[src/rtl/seq_detect_pkg.sv]
// -----------------------------------------------------------------------------
// seq_detect_pkg
// Shared types and helpers for the parameterised serial sequence detector.
//   mode_e      : detection mode (non-overlapping / overlapping)
//   fill_width  : width needed to hold a fill count of 0..pattern_w
// -----------------------------------------------------------------------------
package seq_detect_pkg;

    typedef enum logic {
        MODE_NONOVERLAP = 1'b0,
        MODE_OVERLAP    = 1'b1
    } mode_e;

    // Fill count ranges 0..pattern_w inclusive, so it needs pattern_w+1 codes.
    function automatic int fill_width(input int pattern_w);
        return $clog2(pattern_w + 1);
    endfunction

endpackage

[src/rtl/seq_detect_sat_cnt.sv]
// -----------------------------------------------------------------------------
// seq_detect_sat_cnt
// Saturating up-counter with a synchronous clear that wins over increment.
// Ports:
//   clk    : clock
//   areset : asynchronous active-high reset (count -> 0)
//   clr    : synchronous clear, highest priority
//   inc    : increment request, ignored once the count is all ones
//   cnt    : current count
// -----------------------------------------------------------------------------
module seq_detect_sat_cnt #(
    parameter int CNT_W = 8
) (
    input  logic             clk,
    input  logic             areset,
    input  logic             clr,
    input  logic             inc,
    output logic [CNT_W-1:0] cnt
);

    localparam logic [CNT_W-1:0] CNT_MAX = '1;

    logic [CNT_W-1:0] cnt_q;
    logic [CNT_W-1:0] cnt_d;

    always_comb begin
        cnt_d = cnt_q;
        if (clr) begin
            cnt_d = '0;
        end else if (inc && (cnt_q != CNT_MAX)) begin
            cnt_d = cnt_q + 1'b1;
        end
    end

    always_ff @(posedge clk or posedge areset) begin
        if (areset) begin
            cnt_q <= '0;
        end else begin
            cnt_q <= cnt_d;
        end
    end

    assign cnt = cnt_q;

endmodule

[src/rtl/seq_detect_param.sv]
// -----------------------------------------------------------------------------
// seq_detect_param
// Serial bit-pattern detector with run-time pattern/mode configuration and a
// saturating match counter.
// Ports:
//   clk         : clock
//   areset      : asynchronous active-high reset
//   in_valid    : qualifies in_bit
//   in_bit      : serial data, first-received bit ends up in pattern MSB
//   cfg_we      : loads cfg_pattern/cfg_overlap, clears fill count and match
//   cfg_pattern : new pattern (PATTERN_W bits)
//   cfg_overlap : new mode, 1 = overlapping, 0 = non-overlapping
//   cnt_clr     : synchronous clear of match_cnt (wins over a coincident match)
//   match       : registered one-cycle match pulse
//   match_cnt   : saturating number of matches
// -----------------------------------------------------------------------------
module seq_detect_param
    import seq_detect_pkg::*;
#(
    parameter int                   PATTERN_W   = 3,
    parameter int                   CNT_W       = 8,
    parameter logic [PATTERN_W-1:0] RST_PATTERN = 3'b101,
    parameter logic                 RST_OVERLAP = 1'b1
) (
    input  logic                 clk,
    input  logic                 areset,
    input  logic                 in_valid,
    input  logic                 in_bit,
    input  logic                 cfg_we,
    input  logic [PATTERN_W-1:0] cfg_pattern,
    input  logic                 cfg_overlap,
    input  logic                 cnt_clr,
    output logic                 match,
    output logic [CNT_W-1:0]     match_cnt
);

    localparam int                FILL_W    = fill_width(PATTERN_W);
    localparam logic [FILL_W-1:0] FILL_FULL = FILL_W'(PATTERN_W);

    logic [PATTERN_W-1:0] hist_q,    hist_d;
    logic [FILL_W-1:0]    fill_q,    fill_d;
    logic [PATTERN_W-1:0] pattern_q, pattern_d;
    mode_e                mode_q,    mode_d;
    logic                 match_q,   match_d;

    logic [PATTERN_W-1:0] hist_shift;
    logic [FILL_W-1:0]    fill_inc;

    // A one-bit pattern has no older history to keep; the shift degenerates
    // to just the incoming bit.
    generate
        if (PATTERN_W == 1) begin : g_shift_w1
            assign hist_shift = in_bit;
        end else begin : g_shift_wn
            assign hist_shift = {hist_q[PATTERN_W-2:0], in_bit};
        end
    endgenerate

    assign fill_inc = (fill_q == FILL_FULL) ? fill_q : fill_q + 1'b1;

    always_comb begin
        hist_d    = hist_q;
        fill_d    = fill_q;
        pattern_d = pattern_q;
        mode_d    = mode_q;
        match_d   = 1'b0;
        if (cfg_we) begin
            // Reconfiguration restarts the search; a coincident bit is dropped.
            pattern_d = cfg_pattern;
            mode_d    = mode_e'(cfg_overlap);
            fill_d    = '0;
        end else if (in_valid) begin
            hist_d = hist_shift;
            fill_d = fill_inc;
            if ((fill_inc == FILL_FULL) && (hist_shift == pattern_q)) begin
                match_d = 1'b1;
                if (mode_q == MODE_NONOVERLAP) begin
                    fill_d = '0;
                end
            end
        end
    end

    always_ff @(posedge clk or posedge areset) begin
        if (areset) begin
            hist_q    <= '0;
            fill_q    <= '0;
            pattern_q <= RST_PATTERN;
            mode_q    <= mode_e'(RST_OVERLAP);
            match_q   <= 1'b0;
        end else begin
            hist_q    <= hist_d;
            fill_q    <= fill_d;
            pattern_q <= pattern_d;
            mode_q    <= mode_d;
            match_q   <= match_d;
        end
    end

    // The counter is stepped by the same detection that sets match_q, so the
    // count and the pulse update on the same edge.
    seq_detect_sat_cnt #(
        .CNT_W (CNT_W)
    ) u_sat_cnt (
        .clk    (clk),
        .areset (areset),
        .clr    (cnt_clr),
        .inc    (match_d),
        .cnt    (match_cnt)
    );

    assign match = match_q;

endmodule
[config.mk]
export PLATFORM = sky130hd
export DESIGN_NAME = seq_detect_param
export DESIGN_NICKNAME = d
export VERILOG_FILES = /design/src/rtl/seq_detect_pkg.sv /design/src/rtl/seq_detect_sat_cnt.sv /design/src/rtl/seq_detect_param.sv
export SDC_FILE = /design/constraint.sdc
export NUM_CORES = 1
export LEC_CHECK = 0
export BUFFER_PORTS_ARGS = -buffer_cell sky130_fd_sc_hd__buf_4
export CAP_MARGIN = 20
export CELL_PAD_IN_SITES_DETAIL_PLACEMENT = 1
export CELL_PAD_IN_SITES_GLOBAL_PLACEMENT = 2
export CORE_AREA = 2 2 53 55
export DETAILED_ROUTE_END_ITERATION = 16
export DIE_AREA = 0 0 55 57
export PLACE_DENSITY_LB_ADDON = 0.1
export SETUP_SLACK_MARGIN = 0.3
export SKIP_CTS_REPAIR_TIMING = 1
export SLEW_MARGIN = 25
export SYNTH_ARGS = -nofsm -noshare
export SYNTH_HDL_FRONTEND = slang
export SYNTH_SLANG_ARGS = --single-unit
[constraint.sdc]
create_clock -name clk -period 4.2 [get_ports clk]
set_input_delay 0 -clock clk [delete_from_list [all_inputs] [get_ports clk]]
set_output_delay 0 -clock clk [all_outputs]
set_load 0.02 [all_outputs]
; ---- After elaboration in Yosys (flattened, before gate mapping)
; Index checks and enable logic that the tools add are counted.
[totals]
register_bits = 17
in_bits = 10
output_inout_bits = 9
wordCells = 28
[op_classes]
addsub = 2
n_eq_ne = 4
mux = 10
bitwise = 1
n_reduce_logical = 5
[op_table]
columns = cell, n
row1 = 2-to-1 mux 8 bit, 2
row2 = 2-to-1 mux 2 bit, 5
row3 = "adder 8 x 1 -> 8 bit, second input constant", 1
row4 = "inequality test 8 bit, second input constant", 1
row5 = "== test 2 bit, second input constant", 2
row6 = nonzero test 2 bit, 2
row7 = == test 3 bit, 1
row8 = 2-to-1 mux 1 bit, 3
row9 = "adder 2 x 1 -> 2 bit, second input constant", 1
row10 = logical AND 1 bit, 2
row11 = AND reduction 2 bit, 1
row12 = inverter 1 bit, 1

; ---- Depth between registers and ports, before layout
[logic_depth]
depth_word = 10
depth_mapped = 6
mapped_depth_nobuf = 5

; ---- Hierarchy
; A second synthesis with hierarchy kept.
[hier_totals]
hier_cells = 80
area_unflattened_um2 = 908.4
[by_module_without_submodules]
columns = mod, instances, cells_each, area_each_um2, seq_area_each_um2
row1 = seq_detect_sat_cnt, 1, 49, 504.2, 200.2
row2 = seq_detect_param, 1, 31, 404.1, 229.0

; ---- Least setup slack after synthesis
; OpenSTA, ideal clock, no wires.
[synth_path]
kind = flip-flop to flip-flop
start = register u_sat_cnt.cnt_q[0], in the netlist u_sat_cnt.cnt[0]
end = register u_sat_cnt.cnt_q[5], in the netlist u_sat_cnt.cnt[5]
setup_time_ns = 0.125
t_arrival_ns = 1.596
t_required_ns = 4.075
path_slack_ns = 2.480
stages_incl_launch_ff = 7
n_path_buf = 1
synth_period_minus_slack_ns = 1.720
cell_sequence = dfrtp_1 > ha_1 > nand3_1 > nor2_1 > buf_2 > nor4_1 > mux2_2
[synth_between]
elab_chain_len = 3
word_cells_on_any_way = 6
cone_classes = 1 x add/sub / 1 x eq/ne / 2 x mux / 2 x reduce/logical
[synth_lines]
columns = item, line_no
row1 = from (decl), seq_detect_sat_cnt.sv:23  ; logic [CNT_W-1:0] cnt_q;
row2 = from (signal assigned), seq_detect_sat_cnt.sv:39  ; cnt_q <= cnt_d;
row3 = adder 8 x 1 -> 8 bit or inequality test 8 bit (tied branches), "seq_detect_sat_cnt.sv:31, seq_detect_sat_cnt.sv:30"
row4 = 2-to-1 mux 8 bit or logical AND 1 bit (tied branches), seq_detect_sat_cnt.sv:30  ; end else if (inc && (cnt_q != CNT_MAX)) begin
row5 = 2-to-1 mux 8 bit or nonzero test 2 bit (tied branches), -
; Parallel ways exist; a longest one is shown, timed or not. The select of a mux whose other input is x is not followed.
; A chain may end at the register's enable or synchronous reset.

; ---- Worst setup path in the final report
[layout_path]
start = register hist_q[0]
end = register fill_q[1]
[layout_between]
elab_chain_len = 5
[layout_lines]
columns = item, line_no
row1 = from (decl), seq_detect_param.sv:40  ; logic [PATTERN_W-1:0] hist_q, hist_d;
row2 = from (signal assigned), seq_detect_param.sv:92  ; hist_q <= hist_d;
row3 = == test 3 bit, seq_detect_param.sv:75  ; if ((fill_inc == FILL_FULL) && (hist_shift == pattern_q)) begin
row4 = logical AND 1 bit, seq_detect_param.sv:75
row5 = 2-to-1 mux 2 bit, seq_detect_param.sv:75
row6 = 2-to-1 mux 2 bit, seq_detect_param.sv:72  ; end else if (in_valid) begin
row7 = 2-to-1 mux 2 bit, seq_detect_param.sv:67  ; if (cfg_we) begin
row8 = to (signal assigned), seq_detect_param.sv:93  ; fill_q <= fill_d;
row9 = to (decl), seq_detect_param.sv:41  ; logic [FILL_W-1:0] fill_q, fill_d;
; No other way between the ends. The select of a mux whose other input is x is not followed.

==> flow_summary.json <==
{
  "post_synthesis_cell_area_um2": 872,
  "ios": 19,
  "yosys_warnings": 0,
  "worst_slew_margin_rel_pct": 56.3,
  "post-route-period-util_pct": 44.9,
  "fin_tns_setup_ps": 0,
  "path_class": "reg2reg",
  "ir_worst_vdd_mv": 0.178,
  "outcome": "finished clean",
  "tightest_slew_ps": 655,
  "overflow": 0,
  "critPathCaptureType": "register",
  "ctsRootBufferMaster": "clkbuf_4",
  "cp.buffers_inverters": 1,
  "critical_path.startpoint_type": "register",
  "area_growth_syn_to_layout_pct": 30.4,
  "maxSlewViolCount": 0,
  "synth_sequential_area_ratio_pct": 49.2,
  "die_w_um": 55,
  "endpoints_failing_hold": 0,
  "clkLatencyLatePin_ps": 280,
  "grt_start_max_net_pins": 18,
  "route.antenna.remaining_nets": 0,
  "setup-violations-final": 0,
  "number_of_global_route_vias_before_repair": 712,
  "post_synth_num_cell_types": 29,
  "drc_errors": 0,
  "grt_first_pass_wirelength_um": 3230,
  "setup_repair_after_global_routing_missed_its_margin": "no",
  "synthMostInstantiatedCell": "dfrtp_1",
  "final_core_utilization_pct": 43.5,
  "cts_buffer_depth": 2,
  "cp_data_arrival_time_ps": 2060,
  "final_layout_size_suffix_gt1_share_pct": 32.4,
  "floorplan_die_height_um": 57,
  "floorplan.die_area_um2": 3140,
  "post_synth_inst_count": 81,
  "worstPathCellList": "xnor2_1 > nand3_1 > o31ai_1 > a21oi_1 > dlygate4sd3_1",
  "fmaxAchievable_mhz": 530,
  "hold_start": "in_valid",
  "port-buffer-count": 18,
  "critical_path.top_delay_family": "buffers and inverters",
  "drt_iter0_drc": 7,
  "antenna_violations_before_repair": 0,
  "critical_path_peak_fanout": 3,
  "synth_top_cell_by_area": "dfrtp_1",
  "worst_path_max_delay_cell": "dlygate4sd3_1",
  "placed_cells": 126,
  "critical_path_rt_ps": 4370,
  "fillCellCount": 324,
  "post_drt_via_cell_ratio": 5.09,
  "drt_pass1_iterations": 4,
  "p_leak_nw": 0.492,
  "final_period_minus_worst_setup_slack_ps": 1890,
  "clk_pin_slew_ps": 100,
  "mappedNetlistNets": 92,
  "route.final.wire_length_um": 1880,
  "power_density_nw_per_um2": 279,
  "routedWlPerCell_um": 13.5,
  "cts_tree": "built",
  "async_reset_ff_share_pct": 100,
  "global_route.usage.total_pct": 14.0,
  "max_cap_viol_count": 0,
  "synth_enable_flop_cells": 0,
  "synth.top_cells.by_count": "dfrtp_1 (14), a21oi_1 (9), mux2_2 (7)",
  "worst_setup_path_startpoint": "hist_q[0]",
  "fp-row-count": 19,
  "worst_r2r_startpoint": "hist_q[0]",
  "hpwl_um": 1340,
  "starting_density_of_the_core_pct": 33.3,
  "clock_skew_ps": 3.84,
  "post_synth.cell_area_avg_um2": 10.8,
  "vias": 708,
  "yosys_most_used_dff": "dfrtp_1",
  "ys_ff_latch": 17,
  "place.gp.congestion": 0.668,
  "core-area_um2": 2620,
  "hold_class": "in2reg",
  "cts-htree-levels": 1,
  "synth.area.top_cells": "dfrtp_1 (40%), dfstp_2 (9.0%), mux2_2 (9.0%)",
  "antenna-diode-count": 0,
  "cts.sinks": 17,
  "tritoncts.num_buffers": 3,
  "design.final.nets": 120,
  "critPathMaxStageDelay_ps": 560,
  "synth_top_cell_area_share_pct": 40.2,
  "instances_no_fill": 139
}
-- metal layers --
layer  share of wire, %  GRT usage [%]
met1                 49           20.6
met2                 47           19.9
met3                2.8           3.14
met4                1.0           5.23
met5                  0              0
-- per-stage QoR --
step	setup slack, ps	area (um2)	hold slack [ps]	total power, mW
after floorplan	2480	872	-76.1	0.214
after global placement	2420	1020	149	0.226
after detailed placement	2360	1020	146	0.227
after CTS	2330	1050	-190	0.319
after global routing	2170	1140	31.0	0.339
final	2310	1140	22.7	0.317
-- final timing paths --
path	to	slack, ps	cells after the start
min reg2reg	pattern_q[1]	550	1
max in group asynchronous	fill_q[1]	3420	3
min in group asynchronous	u_sat_cnt.cnt[4]	360	3
min	fill_q[0]	20	3
max	fill_q[1]	2310	5
max reg2reg	fill_q[1]	2310	5
-- worst min-delay path: stages --
cell and delay [ps]:
buf_4 120, o211ai_1 80, a21oi_1 70
-- where the power goes --
group          switching (mW)  total, mW  internal, mW
Sequential            0.00716      0.182         0.175
Clock                  0.0505     0.0873        0.0368
Combinational          0.0220     0.0474        0.0254
Total                  0.0797      0.317         0.237
-- sequential cells by signal, indices dropped and copies added, names as in the netlist --
name / cells
mode_q: 1
u_sat_cnt.cnt: 8
hist_q: 2
fill_q: 2
pattern_q: 3
match: 1
-- final cells by class --
type,instances,area [um2],area share (%)
flip-flops and latches,17,429,37.7
multi-input cells,56,403,35.4
inverters,4,15.0,1.32
clock buffers,4,26.3,2.31
repair buffers,27,225,19.8
well taps,31,38.8,3.41
-- placed cells by master (no fill, tap or decap), drive strengths merged --
cell type and instances:
nand2 1, nor4 1, nand3b 1, or3b 1, nor3 1, or3 2, dfrtp 14, and3b 1
buf 18, clkbuf 4, inv 4, o31ai 5, dfstp 3, or4 3, xnor2 3, a21oi 9
ha 1, or2 1, o211ai 1, nand3 5, mux2 7, o21ai 3, and3 1, dlygate4sd3 9
nor2b 3, o41ai 1, nand4 2, nor2 3
-- cells by family (layout without fill, tap and decap cells) --
logic type / after synthesis / in the layout / synth area share [%]
adder cells (fa/ha/maj): 1 / 1 / 1.43
buffers and inverters: 8 / 35 / 4.59
XOR/XNOR: 3 / 3 / 3.01
AO/OA/AOI/OAI: 19 / 19 / 13.1
AND/OR/NAND/NOR: 26 / 26 / 19.7
multiplexers: 7 / 7 / 9.04
flip-flops: 17 / 17 / 49.2
No activity file was read; power rests on OpenSTA's default activity.
